--- src/rtl/instr_fetch_unit.sv ---
// Fetch stage: owns the architectural PC and fetches one instruction word at a time.
// It holds the word until the consumer retires it, and halts on a misaligned next PC.
//
// state | meaning
// ------+---------------------------------------------------------------
// FETCH | request driven at PC_old, waiting for grant
// WAIT  | request granted, waiting for read data
// HOLD  | instruction valid and stable, waiting for instr_ready
// HALT  | misaligned next PC seen, frozen until reset
module instr_fetch_unit #(
  parameter logic [31:0] RESET_PC = 32'h0000_0000,
  parameter int          COUNT_W  = 32
) (
  input  logic               clk,
  input  logic               reset_n,
  output logic [31:0]        PC_old,
  input  logic [31:0]        PC_next,
  output logic               imem_req,
  output logic [31:0]        imem_addr,
  input  logic               imem_gnt,
  input  logic               imem_rvalid,
  input  logic [31:0]        imem_rdata,
  output logic [31:0]        instruction,
  output logic               instr_valid,
  input  logic               instr_ready,
  output logic               fault,
  output logic [COUNT_W-1:0] instr_count
);

  typedef enum logic [1:0] {
    FETCH = 2'd0,
    WAIT  = 2'd1,
    HOLD  = 2'd2,
    HALT  = 2'd3
  } state_t;

  state_t             r_state;
  state_t             w_state_nxt;
  logic [31:0]        r_pc;
  logic [31:0]        w_pc_nxt;
  logic [31:0]        r_instr;
  logic [31:0]        w_instr_nxt;
  logic               r_valid;
  logic               w_valid_nxt;
  logic               r_fault;
  logic               w_fault_nxt;
  logic [COUNT_W-1:0] r_count;
  logic [COUNT_W-1:0] w_count_nxt;
  logic               w_aligned;

  assign w_aligned = (PC_next[1:0] == 2'b00);

  always_ff @(posedge clk or negedge reset_n) begin
    if (!reset_n) begin
      r_state <= FETCH;
    end else begin
      r_state <= w_state_nxt;
    end
  end

  always_comb begin
    w_state_nxt = r_state;
    w_pc_nxt    = r_pc;
    w_instr_nxt = r_instr;
    w_valid_nxt = r_valid;
    w_fault_nxt = r_fault;
    w_count_nxt = r_count;
    case (r_state)
      FETCH: begin
        if (imem_gnt) begin
          if (imem_rvalid) begin
            w_instr_nxt = imem_rdata;
            w_valid_nxt = 1'b1;
            w_state_nxt = HOLD;
          end else begin
            w_state_nxt = WAIT;
          end
        end
      end
      WAIT: begin
        if (imem_rvalid) begin
          w_instr_nxt = imem_rdata;
          w_valid_nxt = 1'b1;
          w_state_nxt = HOLD;
        end
      end
      HOLD: begin
        if (instr_ready) begin
          w_valid_nxt = 1'b0;
          if (w_aligned) begin
            w_pc_nxt    = PC_next;
            w_count_nxt = r_count + COUNT_W'(1);
            w_state_nxt = FETCH;
          end else begin
            w_fault_nxt = 1'b1;
            w_state_nxt = HALT;
          end
        end
      end
      HALT: begin
        w_state_nxt = HALT;
      end
      default: begin
        w_state_nxt = FETCH;
      end
    endcase
  end

  always_ff @(posedge clk or negedge reset_n) begin
    if (!reset_n) begin
      r_pc    <= RESET_PC;
      r_instr <= 32'h0;
      r_valid <= 1'b0;
      r_fault <= 1'b0;
      r_count <= '0;
    end else begin
      r_pc    <= w_pc_nxt;
      r_instr <= w_instr_nxt;
      r_valid <= w_valid_nxt;
      r_fault <= w_fault_nxt;
      r_count <= w_count_nxt;
    end
  end

  // Gating with reset_n drops the request asynchronously while reset is held.
  assign imem_req    = (r_state == FETCH) && reset_n;
  assign imem_addr   = r_pc;
  assign PC_old      = r_pc;
  assign instruction = r_instr;
  assign instr_valid = r_valid;
  assign fault       = r_fault;
  assign instr_count = r_count;

endmodule
--- config.mk ---
export PLATFORM = sky130hd
export DESIGN_NAME = instr_fetch_unit
export DESIGN_NICKNAME = d
export VERILOG_FILES = /design/src/rtl/instr_fetch_unit.sv
export SDC_FILE = /design/constraint.sdc
export NUM_CORES = 1
export LEC_CHECK = 0
export CORE_MARGIN = 3
export CORE_UTILIZATION = 42
export DETAILED_ROUTE_END_ITERATION = 8
export PLACE_DENSITY = 0.85
export SLEW_MARGIN = 30
export SYNTH_ARGS = -nofsm -noshare
export SYNTH_HDL_FRONTEND = slang
export SYNTH_SLANG_ARGS = --single-unit
--- constraint.sdc ---
create_clock -name clk -period 1.9 [get_ports clk]
set_input_delay 0.38 -clock clk [delete_from_list [all_inputs] [get_ports clk]]
set_output_delay 0.38 -clock clk [all_outputs]
set_load 0.01 [all_outputs]
==> qor.tcl <==
set qor(status) {complete, no violations}
set qor(total_standard_cell_area_after_synthesis_um2) 4600
set qor(internal_power_mw) 4.84
set qor(synth_fp_nets) 396
set qor(crit_path_cell_trace) {clkdlybuf4s50_1}
set qor(port_buffers) 199
set qor(path_max_fanout) 4
set qor(timing.reg2reg.setup_slack_ps) 210
set qor(async_flop_share_pct) 100
set qor(cts_inserted_buffers) 9
set qor(drive_above_1_share_pct) 23.1
set qor(top_cell_type_by_total_area_after_synthesis) {sky130_fd_sc_hd__dfrtp_1}
set qor(cp_slowest_cell) {sky130_fd_sc_hd__clkdlybuf4s50_1}
set qor(post-synth-top-area-fraction_pct) 54.4
set qor(ys_types) 41
set qor(insertion_delay_ps) 360
set qor(syn_inst) 326
set qor(critPathArrivalTime_ps) 1430
set qor(hold_class) {input port to asynchronous set/reset pin}
set qor(synthToLayoutAreaGrowth_pct) 46.8
set qor(number_of_placement_rows) 37
set qor(synth-edff-count) 0
set qor(grt_max_degree) 52
set qor(gp_congestion) 0.797
set qor(globalRouteTotalUtil_pct) 18.6
set qor(detailedPlacementHpwl_um) 8550
set qor(final_period_util_pct) 95.2
set qor(power.share.sequential_pct) 44.2
set qor(timing.setup.tns_ps) 0
set qor(switching_share_pct) 27.5
set qor(cts_buffer_depth) 2
set qor(clk_root_buffer_cell) {sky130_fd_sc_hd__clkbuf_8}
set qor(max_freq_mhz) 553
set qor(clkPwrFrac_pct) 19.1
set qor(worst_path_dominant_cell_family) {buffers and inverters}
set qor(average_via_count_per_standard_cell) 4.82
set qor(finalWirelength_um) 11000
set qor(yosys_register_bits) 100
set qor(final_antenna_net_count) 0
set qor(top_level_ports) 200
set qor(antenna-diode-count) 0
set qor(worst_setup_hold_path_clk_slew_ps) 90
set qor(worst-path-buf-inv) 1
set qor(ys.warnings.count) 0
set qor(timing_worst_slew_pin_value_ps) 636
set qor(grt_pass1_wl_um) 18300
set qor(floorplan.die_area_um2) 12200
set qor(num-nets-final) 582
set qor(cp_data_required_time_ps) 1520
set qor(via_count_of_the_first_global_routing_pass) 3330
set qor(synth_area_leaders) {sky130_fd_sc_hd__dfrtp_1 54%, sky130_fd_sc_hd__mux2_4 9.1%, sky130_fd_sc_hd__mux2_2 8.6%}
set qor(leakagePower_nw) 2.98
set qor(hold_ws_ps) 153
set qor(dr_total_vias) 3135
set qor(switchingPower_mw) 1.84
set qor(postLayoutCoreUtil_pct) 64.5
set qor(post-cts-setup-buffer-count) 0
set qor(routed_length_per_placed_instance_um) 17.0
set qor(tritoncts_clock_tree) {built}
set qor(cts.htree.levels) 3
set qor(overflow) 0
set qor(chipHeight_um) 111
set qor(drt_first_pass_iters) 4
set qor(worst_clock_skew_ps) 10.6
set qor(crit_path_end_kind) {primary output}
set qor(dominantRegCellSynth) {sky130_fd_sc_hd__dfrtp_1}
set qor(avgSynthCellArea_um2) 14.1
set qor(grt_antenna_before_repair) 0
set qor(die_x_um) 111
set qor(part_of_the_power_in_combinational_logic_pct) 36.7
set qor(critical-path-max-stage-delay_ps) 590
set qor(finalSetupViolations) 0
set qor(coreArea_um2) 10500
set qor(vdd_ir_drop_max_mv) 0.597
set qor(slew_headroom_pct) 57.6
set qor(max_cap_violations) 0
set qor(synth.yosys.seq_area_share_pct) 54.4
set qor(setup.worst_path.class) {flop to primary output}
set qor(yosys-top-cells-count) {100 x sky130_fd_sc_hd__dfrtp_1, 35 x sky130_fd_sc_hd__buf_4, 35 x sky130_fd_sc_hd__mux2_2}
set qor(initialDrtViolationCount) 97
set qor(rsz0062_at_grt) {false}
set qor(floorplan.initialDensity_pct) 43.9
set qor(power_per_standard_cell_area_nw_per_um2) 990
set qor(drt_drc_violations_left) 0
set qor(startpoint_class_of_the_critical_path) {flop}
set qor(report.final.slew_viol_count) 0
set qor(layout_min_cycle_time_ps) 1810
set qor(clock-sinks) 100
set qor(yosysMostFrequentCell) {sky130_fd_sc_hd__dfrtp_1}
set qor(final_hold_viol_count) 0
[metrics by stage]
stage	total power [mW]	std cells	setup WS, ps	instance area, um^2
finish	6.68	651	90.4	6750
global route	7.03	651	6.76	6750
CTS	6.77	651	25.8	6740
detailed placement	5.49	637	-98.4	6560
global placement	5.40	637	-53.3	6560
floorplan	3.99	326	337	4600
[state kept, by name, summed over array words and instances (netlist names)]
name         count
instr_count     32
instr_valid      1
instruction     32
r_state          2
fault            1
PC_old          32
[final timing paths]
kind | startpoint | cells past startpoint | to
max in group asynchronous | reset_n | 3 | PC_old[27]
hold / removal | reset_n | 2 | instr_count[11]
hold reg to reg | instr_count[31] | 1 | instr_count[31]
min in group clk | instr_count[31] | 1 | instr_count[31]
setup / recovery | instr_count[10] | 1 | instr_count[10]
setup reg to reg | r_state[0] | 4 | PC_old[29]
[area by class of cell]
type                    count  area [um^2]
repair buffers            216         2150
clock buffers               9          124
fillers                   798         3720
inverters                   7         26.3
clock inverters             5         53.8
well taps                 136          170
flip-flops and latches    100         2500
multi-input cells         178         1710
[power groups by stage]
| stage | sequential [mW] | combinational, mW | clock [mW] |
|---|---|---|---|
| floorplan | 3.18 | 0.810 | 0 |
| global route | 3.04 | 2.58 | 1.42 |
| detailed placement | 3.00 | 2.49 | 0 |
| CTS | 2.96 | 2.49 | 1.32 |
| global placement | 2.96 | 2.44 | 0 |
| finish | 2.95 | 2.45 | 1.28 |
[repair_timing]
action                                  4_1_cts  5_1_grt
endpoints found under the setup margin        1        3
hold buffers                                  0        0
gates cloned                                  0        0
gates resized for setup                       1        3
[metal layers]
metal / GRT usage, % / part of all wire (%)
met2: 31.5 / 51
met3: 5.97 / 5.9
met5: 0 / 0
met1: 22.5 / 42
met4: 5.67 / 1.9
[cells by family (layout without fill, tap and decap cells)]
logic type                 count (synthesis)  count (layout)  share of synthesized area (%)
buffers and inverters                     48             237                           8.38
muxes                                     63              63                           17.7
xor gates and xnor gates                  31              31                           5.91
and+or+nand+nor                           75              75                           12.2
adders and majority gates                  1               1                          0.272
DFF                                      100             100                           54.4
AOI/OAI and AO/OA                          8               8                           1.12
[cell usage in the layout (no fill, tap or decap), types with 2 or more instances in the layout]
master | synthesis | final
sky130_fd_sc_hd__mux2_4 | 28 | 28
sky130_fd_sc_hd__nand4_1 | 5 | 5
sky130_fd_sc_hd__buf_4 | 35 | 15
sky130_fd_sc_hd__nand3_1 | 6 | 6
sky130_fd_sc_hd__buf_12 | 4 | 3
sky130_fd_sc_hd__and4_2 | 4 | 4
sky130_fd_sc_hd__dfrtp_2 | 0 | 2
sky130_fd_sc_hd__o21ai_0 | 2 | 2
sky130_fd_sc_hd__inv_1 | 7 | 7
sky130_fd_sc_hd__xor2_1 | 20 | 20
sky130_fd_sc_hd__nand2_1 | 12 | 12
sky130_fd_sc_hd__nor2_1 | 11 | 11
sky130_fd_sc_hd__clkinv_2 | 0 | 3
sky130_fd_sc_hd__nor4_4 | 2 | 2
sky130_fd_sc_hd__nor4_2 | 3 | 3
sky130_fd_sc_hd__clkdlybuf4s50_1 | 0 | 197
sky130_fd_sc_hd__clkbuf_8 | 0 | 9
sky130_fd_sc_hd__xnor2_1 | 11 | 11
sky130_fd_sc_hd__o22a_1 | 2 | 2
sky130_fd_sc_hd__nor3_1 | 10 | 10
sky130_fd_sc_hd__a21oi_1 | 2 | 2
sky130_fd_sc_hd__mux2_2 | 35 | 35
sky130_fd_sc_hd__nand4_4 | 3 | 3
sky130_fd_sc_hd__and2_1 | 3 | 3
sky130_fd_sc_hd__dfrtp_1 | 100 | 98
Power figures use the tool's default switching activity.
